### src/rtl/uart_tx_interface_pkg.sv
// ============================================================================
//  Module   : uart_tx_interface_pkg
//  Brief    : Shared UART timing derivation and TX/RX FSM state encodings.
//  Revision : 1.0  initial release
// ============================================================================
`default_nettype none

package uart_tx_interface_pkg;

    localparam int c_DIV_SAMPLE_DEFAULT = 16;

    localparam logic [1:0] c_ST_IDLE  = 2'd0;
    localparam logic [1:0] c_ST_START = 2'd1;
    localparam logic [1:0] c_ST_DATA  = 2'd2;
    localparam logic [1:0] c_ST_STOP  = 2'd3;

    // Clocks per sub-tick; the receiver uses the same integer division so both ends agree.
    function automatic int div_counter(input int clk_freq, input int baud_rate, input int div_sample);
        return clk_freq / (baud_rate * div_sample);
    endfunction

    function automatic int bit_clks(input int clk_freq, input int baud_rate, input int div_sample);
        return div_counter(clk_freq, baud_rate, div_sample) * div_sample;
    endfunction

endpackage

`default_nettype wire

### src/rtl/uart_baud_tick.sv
// ============================================================================
//  Module   : uart_baud_tick
//  Brief    : Free-running 0..DIV_COUNTER-1 counter emitting a 1-cycle tick.
//  Revision : 1.0  initial release
// ============================================================================
`default_nettype none

module uart_baud_tick #(
    parameter int DIV_COUNTER = 32
) (
    input  logic clk,
    input  logic reset,
    input  logic i_clr,
    output logic o_tick
);

    localparam int                 c_CNT_W = $clog2(DIV_COUNTER + 1);
    localparam logic [c_CNT_W-1:0] c_LAST  = c_CNT_W'(DIV_COUNTER - 1);

    logic [c_CNT_W-1:0] r_cnt;

    always_ff @(posedge clk) begin
        if (reset || i_clr) begin
            r_cnt <= '0;
        end else if (r_cnt == c_LAST) begin
            r_cnt <= '0;
        end else begin
            r_cnt <= r_cnt + 1'b1;
        end
    end

    assign o_tick = (r_cnt == c_LAST);

endmodule

`default_nettype wire

### src/rtl/uart_tx_interface.sv
// ============================================================================
//  Module   : uart_tx_interface
//  Brief    : UART transmitter, 1 start, DATA_BITS LSB-first, STOP_BITS stop.
//  Revision : 1.0  initial release
// ============================================================================
`default_nettype none

module uart_tx_interface
    import uart_tx_interface_pkg::*;
#(
    parameter int CLK_FREQ   = 5000000,
    parameter int BAUD_RATE  = 9600,
    parameter int DIV_SAMPLE = c_DIV_SAMPLE_DEFAULT,
    parameter int DATA_BITS  = 8,
    parameter int STOP_BITS  = 1
) (
    input  logic                 clk,
    input  logic                 reset,
    input  logic                 i_tx_start,
    input  logic [DATA_BITS-1:0] i_tx_data,
    output logic                 o_uart_tx,
    output logic                 o_tx_busy,
    output logic                 o_tx_done
);

    localparam int c_DIV_COUNTER = div_counter(CLK_FREQ, BAUD_RATE, DIV_SAMPLE);
    localparam int c_SUB_W       = $clog2(DIV_SAMPLE + 1);
    localparam int c_BIT_W       = $clog2(DATA_BITS + STOP_BITS + 1);

    localparam logic [c_SUB_W-1:0] c_SUB_LAST  = c_SUB_W'(DIV_SAMPLE - 1);
    localparam logic [c_BIT_W-1:0] c_DATA_LAST = c_BIT_W'(DATA_BITS - 1);
    localparam logic [c_BIT_W-1:0] c_STOP_LAST = c_BIT_W'(STOP_BITS - 1);

    generate
        if (c_DIV_COUNTER < 1) begin : g_bad_div
            $error("uart_tx_interface: CLK_FREQ too low for BAUD_RATE*DIV_SAMPLE");
        end
        if (STOP_BITS != 1 && STOP_BITS != 2) begin : g_bad_stop
            $error("uart_tx_interface: STOP_BITS must be 1 or 2");
        end
    endgenerate

    logic [1:0]           r_state;
    logic [c_SUB_W-1:0]   r_sub;
    logic [c_BIT_W-1:0]   r_bit;
    logic [DATA_BITS-1:0] r_shift;
    logic                 r_tx;
    logic                 r_busy;
    logic                 r_done;

    logic w_tick;
    logic w_baud_clr;
    logic w_bit_end;

    // Holding the divider clear while idle aligns every bit edge to the accept edge.
    assign w_baud_clr = (r_state == c_ST_IDLE);
    assign w_bit_end  = w_tick && (r_sub == c_SUB_LAST);

    uart_baud_tick #(
        .DIV_COUNTER (c_DIV_COUNTER)
    ) u_baud_tick (
        .clk    (clk),
        .reset  (reset),
        .i_clr  (w_baud_clr),
        .o_tick (w_tick)
    );

    always_ff @(posedge clk) begin
        if (reset || (r_state == c_ST_IDLE)) begin
            r_sub <= '0;
        end else if (w_tick) begin
            r_sub <= (r_sub == c_SUB_LAST) ? '0 : r_sub + 1'b1;
        end
    end

    always_ff @(posedge clk) begin
        if (reset) begin
            r_state <= c_ST_IDLE;
            r_bit   <= '0;
            r_shift <= '0;
            r_tx    <= 1'b1;
            r_busy  <= 1'b0;
            r_done  <= 1'b0;
        end else begin
            r_done <= 1'b0;
            case (r_state)
                c_ST_IDLE: begin
                    r_bit <= '0;
                    if (i_tx_start) begin
                        r_state <= c_ST_START;
                        r_shift <= i_tx_data;
                        r_tx    <= 1'b0;
                        r_busy  <= 1'b1;
                    end
                end
                c_ST_START: begin
                    if (w_bit_end) begin
                        r_state <= c_ST_DATA;
                        r_tx    <= r_shift[0];
                        r_shift <= r_shift >> 1;
                    end
                end
                c_ST_DATA: begin
                    if (w_bit_end) begin
                        if (r_bit == c_DATA_LAST) begin
                            r_state <= c_ST_STOP;
                            r_tx    <= 1'b1;
                            r_bit   <= '0;
                        end else begin
                            r_tx    <= r_shift[0];
                            r_shift <= r_shift >> 1;
                            r_bit   <= r_bit + 1'b1;
                        end
                    end
                end
                c_ST_STOP: begin
                    if (w_bit_end) begin
                        if (r_bit == c_STOP_LAST) begin
                            r_state <= c_ST_IDLE;
                            r_busy  <= 1'b0;
                            r_done  <= 1'b1;
                            r_bit   <= '0;
                        end else begin
                            r_bit <= r_bit + 1'b1;
                        end
                    end
                end
                default: begin
                    r_state <= c_ST_IDLE;
                    r_tx    <= 1'b1;
                    r_busy  <= 1'b0;
                end
            endcase
        end
    end

    assign o_uart_tx = r_tx;
    assign o_tx_busy = r_busy;
    assign o_tx_done = r_done;

endmodule

`default_nettype wire

### config.mk
export PLATFORM = sky130hd
export DESIGN_NAME = uart_tx_interface
export DESIGN_NICKNAME = d
export VERILOG_FILES = /design/src/rtl/uart_tx_interface_pkg.sv /design/src/rtl/uart_baud_tick.sv /design/src/rtl/uart_tx_interface.sv
export SDC_FILE = /design/constraint.sdc
export NUM_CORES = 1
export LEC_CHECK = 0
export ABC_AREA = 0
export ABC_CLOCK_PERIOD_IN_PS = 2100
export BUFFER_PORTS_ARGS = -buffer_cell sky130_fd_sc_hd__buf_2
export CORE_ASPECT_RATIO = 1.5
export CORE_MARGIN = 2
export CORE_UTILIZATION = 58
export DETAILED_ROUTE_END_ITERATION = 12
export PLACE_DENSITY = 0.78
export SETUP_SLACK_MARGIN = 0.15
export SYNTH_ARGS = -nofsm -noshare
export SYNTH_HDL_FRONTEND = slang
export SYNTH_SLANG_ARGS = --single-unit
export TNS_END_PERCENT = 100
### constraint.sdc
create_clock -name clk -period 2.1 [get_ports clk]
set_clock_uncertainty 0.05 [all_clocks]
set_input_delay 0.21 -clock clk [delete_from_list [all_inputs] [get_ports clk]]
set_output_delay 0.21 -clock clk [all_outputs]
set_load 0.01 [all_outputs]
Word-level counts from Yosys, hierarchy flattened
Cells that the tools add are included.
{"block": "classes", "addsub": 3, "eq_ne": 13, "n_mux": 28, "bitwise": 2, "reduce_logical": 14}
{"cell": "8-bit two-way mux", "n": 4}
{"cell": "8-bit case mux with 3 select lines", "n": 1}
{"cell": "4-bit two-way mux", "n": 4}
{"cell": "2-bit inequality test, second input constant", "n": 7}
{"cell": "2-bit two-way mux", "n": 6}
{"cell": "4-bit case mux with 3 select lines", "n": 1}
{"cell": "1-bit two-way mux", "n": 8}
{"cell": "2-bit case mux with 4 select lines", "n": 1}
{"cell": "4-bit AND reduction", "n": 2}
{"cell": "6-bit by 1-bit adder with 6-bit output, second input constant", "n": 1}
{"cell": "6-bit by 5-bit equality test with 1-bit output, second input constant", "n": 1}
{"cell": "6-bit AND reduction", "n": 1}
{"cell": "3-bit nonzero test", "n": 2}
{"cell": "5-bit by 1-bit adder with 5-bit output, second input constant", "n": 1}
{"cell": "5-bit by 4-bit equality test with 1-bit output, second input constant", "n": 1}
{"cell": "5-bit two-way mux", "n": 1}
{"cell": "5-bit AND reduction", "n": 1}
{"cell": "4-bit by 1-bit adder with 4-bit output, second input constant", "n": 1}
{"cell": "2-bit equality test, second input constant", "n": 2}
{"cell": "4-bit by 3-bit equality test with 1-bit output, second input constant", "n": 1}
{"cell": "4-bit zero test", "n": 1}
{"cell": "1-bit case mux with 3 select lines", "n": 1}
{"cell": "3-bit AND reduction", "n": 1}
{"cell": "3-bit OR reduction", "n": 1}
{"cell": "8 further kinds", "n": 9}
{"block": "totals", "register_bits": 28, "output_inout_bits": 3, "elab_cells": 68}

Depth between registers and ports, before layout
Gate-level depths: netlist (run 1).
{"block": "logic_depth", "word_depth": 4, "depth_mapped": 7, "ltp_nobuf": 6}

Modules after synthesis
A second synthesis (run 1) with hierarchy kept.
{"block": "unflattened", "hier_cells": 170, "hier_area_um2": 1537.7}
{"module": "uart_tx_interface", "n_inst": 1, "cells_each": 144, "area_per_inst_um2": 1292.5, "seq_area_each_um2": 440.4}
{"module": "uart_baud_tick", "n_inst": 1, "cells_each": 26, "area_per_inst_um2": 245.2, "seq_area_each_um2": 120.1}

Least setup slack after synthesis (run 1)
No wires, ideal clock.
{"block": "synth_timing", "path_kind": "reg2reg", "from": "reg r_state[0]", "to": "reg r_state[0]", "setup_ps": 119, "arrival_ps": 1718, "slack_ps": 213, "path_stages_with_launch": 8, "synth_period_minus_slack_ps": 1887, "path_cell_list": "dfxtp_1 -> inv_1 -> ha_1 -> buf_4 -> inv_1 -> a311oi_2 -> or4_1 -> o221a_1"}
{"block": "synth_via", "elab_chain_cells": 3, "word_cells_on_any_way": 12, "classes_between": "9 x eq/ne; 1 x mux; 2 x reduce/logical"}
{"element": "from (decl)", "line": "uart_tx_interface.sv:43", "rtl": "logic [1:0] r_state;"}
{"element": "from (signal assigned)", "line": "uart_tx_interface.sv:78", "rtl": "r_state <= c_ST_IDLE;"}
{"element": "from (signal assigned)", "line": "uart_tx_interface.sv:90", "rtl": "r_state <= c_ST_START;"}
{"element": "from (signal assigned)", "line": "uart_tx_interface.sv:98", "rtl": "r_state <= c_ST_DATA;"}
{"element": "2-bit equality test (tied with other cells)", "line": "uart_tx_interface.sv:86", "rtl": "case (r_state)"}
{"element": "2-bit inequality test (no source line)"}
{"element": "6-bit AND reduction (no source line)"}
Several ways; a longest one is shown, not always the timed one.
A chain may end at the register's enable or synchronous reset.

Final worst setup path (run 1)
Ends and elaborated chain as after synthesis.

==> reports/results.ini, run 1 <==
[setup_path]
crit_buf_inv = 0
endpoint_kind = flip-flop
worstSetupPathType = flip-flop to flip-flop
reg2reg_slack_ns = 0.20
cpLargestDelayFamily = simple AND/OR/NAND/NOR gates
crit_chain = ha_2, and4bb_1, a311oi_4, or4_1, o221a_1
cp-start-kind = flip-flop
cp.arrival_ns = 2.07
crit_slowest_cell = or4_1
worstPathRequired_ns = 2.28
cpPeakStageDelay_ns = 0.50
worstPathMaxFanout = 6

[die]
io_pins = 14
fp.coreArea_um2 = 2477
die_h_um = 66.76
rows = 22
start_util = 0.6146
die_area_um2 = 3060
die_w_um = 45.84

[flow_run]
maxCapViolCount = 0

[synthesis]
synth_edf_count = 0
synth_flop_cell = dfxtp_1
syn_inst = 159
synthDistinctLibCells = 44
synth_top_area_share = 0.3681
yosysWarnings = 0
yosysSeqAreaShare = 0.3681
async_reset_ff_frac = 0
synth.avg_cell_area_um2 = 9.577
syn_nets = 180
synth_area_um2 = 1523
synth.largest_area_cell = dfxtp_1
ys_ff_latch = 28
synth.area.top_cells = dfxtp_1, ha_1, mux2i_1
yosysMostFrequentCell = dfxtp_1
synth_common_cells = dfxtp_1, nor2_1, ha_1, mux2i_1, o2bb2ai_1

[power_and_ir_drop]
leakage_nw = 0.6563
vdd_ir_drop_max_mv = 0.6109
p_per_area_nw_per_um2 = 1125

[sta]
max_slew_margin = 0.6286
rsz0062_at_grt = true
fin_crit_ns = 1.897
fin_crit_sh = 0.9032
setup_violations = 0
hold_viol = 0
worst_slack_ns = 0.2032
tightest_slew_ns = 0.5538
fin_setup_tns_ns = 0
max_freq_mhz = 527.2
finalMaxSlewViolations = 0

[clock_network]
clock_path_buffers = 2
clk_latency_ns = 0.32
cts_hold_buf = 0
clock-sinks = 28
htreeDepth = 1
numCtsBuffers = 3
cts_tree = built
clkSlewWorstSetupHoldPaths_ns = 0.14
cts-root-buf = clkbuf_4

[placed_design]
place_congestion = 0.7955
pre_cts_ws_ns = 0.02438
post_dp_cell_area_um2 = 1598
io_buffers = 13
dp_hpwl_um = 2355

[global_route]
grt_pass1_vias = 1226
use_met1 = 0.2314
gr-usage-all-layers = 0.2282
grt-ovfl-total = 0
grt_max_degree = 17
grt_pass1_wl_um = 5202
antenna_found_initial = 0
use_met3 = 0.02710
grt-busiest-layer = met2
met2_usage = 0.4331

[detailed_routing]
drc = 0
vias = 1246
totalWireLength_um = 3137
viasPerCell = 6.390
first_pass_iters = 4
wl_per_cell_um = 16.09
ant_nets = 0
drtIter0Drc = 38

[layout]
final_core_util = 0.6828
area_growth_pct = 11.09
final_area_um2 = 1692
fin_nets = 193
drive_gt1_frac = 0.2222
antenna_cells = 0

[status]
outcome = finished clean

[worst_hold_path]
hold_class = input port to flip-flop

[metrics by stage]
step	total power, mW	hold WS [ns]	cells
2_1_floorplan	1.396	0.3191	159
3_3_place_gp	1.559	0.3855	191
3_5_place_dp	1.591	0.3981	191
4_1_cts	1.870	0.07240	195
5_1_grt	2.040	0.08055	195
6_report	1.903	0.08537	195
[where the power goes]
group	internal [mW]	switching (mW)
Clock	0.106	0.150
Combinational	0.396	0.507
Sequential	0.661	0.0823
Total	1.16	0.739
[registers in the layout, summed over array words and instances, names as in the netlist]
register and count:
u_baud_tick.r_cnt 6, r_shift 8, o_uart_tx 1, r_state 2, o_tx_busy 1, r_bit 4
r_sub 5, o_tx_done 1
[cell type report]
class / count / area [µm²]
multi-input cells: 117 / 957.2
fillers: 203 / 785.8
flip-flops and latches: 28 / 565.5
repair buffers: 14 / 72.57
clock buffers: 4 / 36.28
inverters: 8 / 30.03
well taps: 24 / 30.03
[metal layers]
| metal | share of wire | up-vias |
|---|---|---|
| met5 | 0 | - |
| met4 | 0.016 | 0 |
| met3 | 0.027 | 6 |
| met2 | 0.57 | 24 |
| met1 | 0.39 | 602 |
| li1 | - | 614 |
[timing repair]
item / in CTS / in global routing
endpoints found under the setup margin: 2 / 12
setup buffers: 0 / 0
resized for setup: 2 / 13
pin swaps: 0 / 1
[logic make-up (layout without fill, tap and decap cells)]
group                    Yosys count  count (layout)  share of synthesized area
AND/OR/NAND/NOR                   59              59                     0.2301
AO/OA/AOI/OAI                     34              34                     0.1939
flip-flops                        28              28                     0.3681
buffers and inverters             14              26                    0.03779
adder cells (fa/ha/maj)           10              10                    0.08217
multiplexers                       9               9                    0.05916
XOR/XNOR                           5               5                    0.02876
[cell usage in the layout, fill, tap and decap left out, types with 2 or more instances in the layout]
cell type	count
a21oi_1	7
a31oi_1	3
and3_1	3
buf_2	13
clkbuf_4	3
dfxtp_1	26
ha_1	7
ha_2	3
inv_1	7
mux2i_1	9
nand2_1	6
nand2b_1	3
nand3_1	6
nand3b_1	2
nor2_1	16
nor3_1	6
nor4_1	3
o21ai_1	3
o2bb2ai_1	9
or2_2	2
or4_1	2
xnor2_1	3
xor2_1	2
[worst paths after layout]
check	startpoint	endpoint	cells past startpoint
worst max-delay path	r_state[0]	r_state[0]	5
worst min-delay path	i_tx_data[7]	r_shift[7]	3
worst max register to register	r_state[0]	r_state[0]	5
worst min register to register	r_sub[4]	r_sub[4]	2
[tightest hold or removal path, stage by stage]
cell	delay, ns
buf_2	0.09
nand2b_1	0.06
o2bb2ai_1	0.07
(Power assumes the default switching activity.)
==> inputs of run 2 (changes only) <==
- RECOVER_POWER: not set -> 50
==> run 2 against run 1 <==
Critical path type unchanged; via count is 0.96% lower; utilization is 0.25 points lower; critical path depth is 1 higher; die area stayed put; non-clock buffer count stayed put; total power is 0.28% lower; clock power hardly changed; register-to-register slack worse by 0.05 ns; sequential share of layout area hardly changed; sequential cell count stayed put; first-iteration DRC count is 5.3% higher; fmax is 2.5% lower.
==> reports/results.ini, run 2 (synthesized netlist as in run 1, its figures left out) <==
[status]
outcome = finished clean

[sta]
tightest_slew_ns = 0.5530
finalMaxSlewViolations = 0
fin_crit_ns = 1.946
fin_crit_sh = 0.9269
hold_ws_ns = 0.08576
max_slew_margin = 0.6291
rsz0062_at_grt = true
hold_viol = 0
fin_setup_tns_ns = 0
setup_violations = 0
max_freq_mhz = 513.8

[setup_path]
cpLargestDelayFamily = simple AND/OR/NAND/NOR gates
cp.depth = 6
r2r_start = r_state[1]
reg2reg_slack_ns = 0.15
worstSetupPathType = flip-flop to flip-flop
reg2reg_depth = 6
cpPeakStageDelay_ns = 0.53
endpoint_kind = flip-flop
worstPathRequired_ns = 2.30
cp-startpoint = r_state[1]
crit_buf_inv = 1
cp.arrival_ns = 2.14
crit_slowest_cell = or4_1
reg2reg_to = r_state[1]
cp-start-kind = flip-flop
crit_chain = inv_1, ha_1, nor3_1, a31oi_1, or4_1, o31ai_1
worstPathMaxFanout = 6
cp-endpoint = r_state[1]

[clock_network]
numCtsBuffers = 3
htreeDepth = 1
cts_tree = built
clock_path_buffers = 2
clock-sinks = 28
clk_latency_ns = 0.32
clkSlewWorstSetupHoldPaths_ns = 0.14
cts-root-buf = clkbuf_4

[power_and_ir_drop]
leakage_nw = 0.6457
p_per_area_nw_per_um2 = 1126
vdd_ir_drop_max_mv = 0.6085

[detailed_routing]
wl_per_cell_um = 16.04
drtIter0Drc = 40
first_pass_iters = 4
viasPerCell = 6.328
vias = 1234
ant_nets = 0
totalWireLength_um = 3128
drc = 0

[layout]
final_core_util = 0.6803
drive_gt1_frac = 0.1930
final_area_um2 = 1685
fill_cells = 207
final_cell_mix = dfxtp_1, nor2_1, buf_2
layout_commonest_cell = dfxtp_1
largest_reg_flops = 8
largestRegisters = r_shift x8, u_baud_tick.r_cnt x6, r_sub x5
fin_nets = 193
antenna_cells = 0
area_growth_pct = 10.68
regMostFlops = r_shift
fin_cells = 195

[global_route]
grt_max_degree = 17
grt-ovfl-total = 0
grt_pass1_wl_um = 5202
gr-usage-all-layers = 0.2282
antenna_found_initial = 0
grt_pass1_vias = 1226

[die]
die_h_um = 66.76
die_w_um = 45.84
start_util = 0.6146
fp.coreArea_um2 = 2477
rows = 22
io_pins = 14
die_area_um2 = 3060

[worst_hold_path]
hold_start = i_tx_data[7]
hold_class = input port to flip-flop

[placed_design]
place_congestion = 0.7955
io_buffers = 13
dp_hpwl_um = 2355
placed_cells = 191
post_dp_cell_area_um2 = 1598

[flow_run]
maxCapViolCount = 0

[run 2: where the power goes]
part | internal (mW) | switching [mW]
registers | 0.659 | 0.0830
clock network | 0.106 | 0.150
logic | 0.392 | 0.507
total | 1.16 | 0.740
[run 2: tightest hold or removal path, delay by kind of cell]
kind / cells / cell delay, ns
AND/OR/NAND/NOR: 1 / 0.06
AO/OA/AOI/OAI: 1 / 0.07
buffers and inverters: 1 / 0.09
[run 2: through the flow]
stage | total power [mW] | setup slack, ns
6_report | 1.898 | 0.1536
5_1_grt | 2.034 | 0.04993
4_1_cts | 1.870 | 0.1508
3_5_place_dp | 1.591 | 0.02438
3_3_place_gp | 1.559 | 0.1577
2_1_floorplan | 1.396 | 0.2132
[run 2: final cells by class]
cell class	instances	area, µm²	area share
clock buffer	4	36.28	0.02153
inverter	8	30.03	0.01782
multi-input combinational	117	955.9	0.5672
timing repair buffer	14	68.82	0.04083
tap	24	30.03	0.01782
sequential	28	564.3	0.3348
[run 2: metal layers]
metal | GRT usage | vias to the layer above | share of wire
met1 | 0.2314 | 592 | 0.40
li1 | - | 614 | -
met3 | 0.02710 | 6 | 0.023
met2 | 0.4331 | 22 | 0.56
met4 | 0.1071 | 0 | 0.015
met5 | 0 | - | 0
[run 2: worst min-delay path by stage]
| stage | end | depth (start not counted) |
|---|---|---|
| after CTS | r_shift[7] | 3 |
| after floorplan | r_shift[7] | 2 |
| final | r_shift[7] | 3 |
| after detailed placement | r_shift[5] | 1 |
| after global placement | r_sub[4] | 2 |
| after global routing | r_shift[7] | 3 |
[run 2: timing repair]
item	CTS	global route
gates cloned	0	0
buffers inserted	0	0
pin swaps	0	1
gates resized for setup	2	13
hold buffers	0	0
setup endpoints to repair	2	12
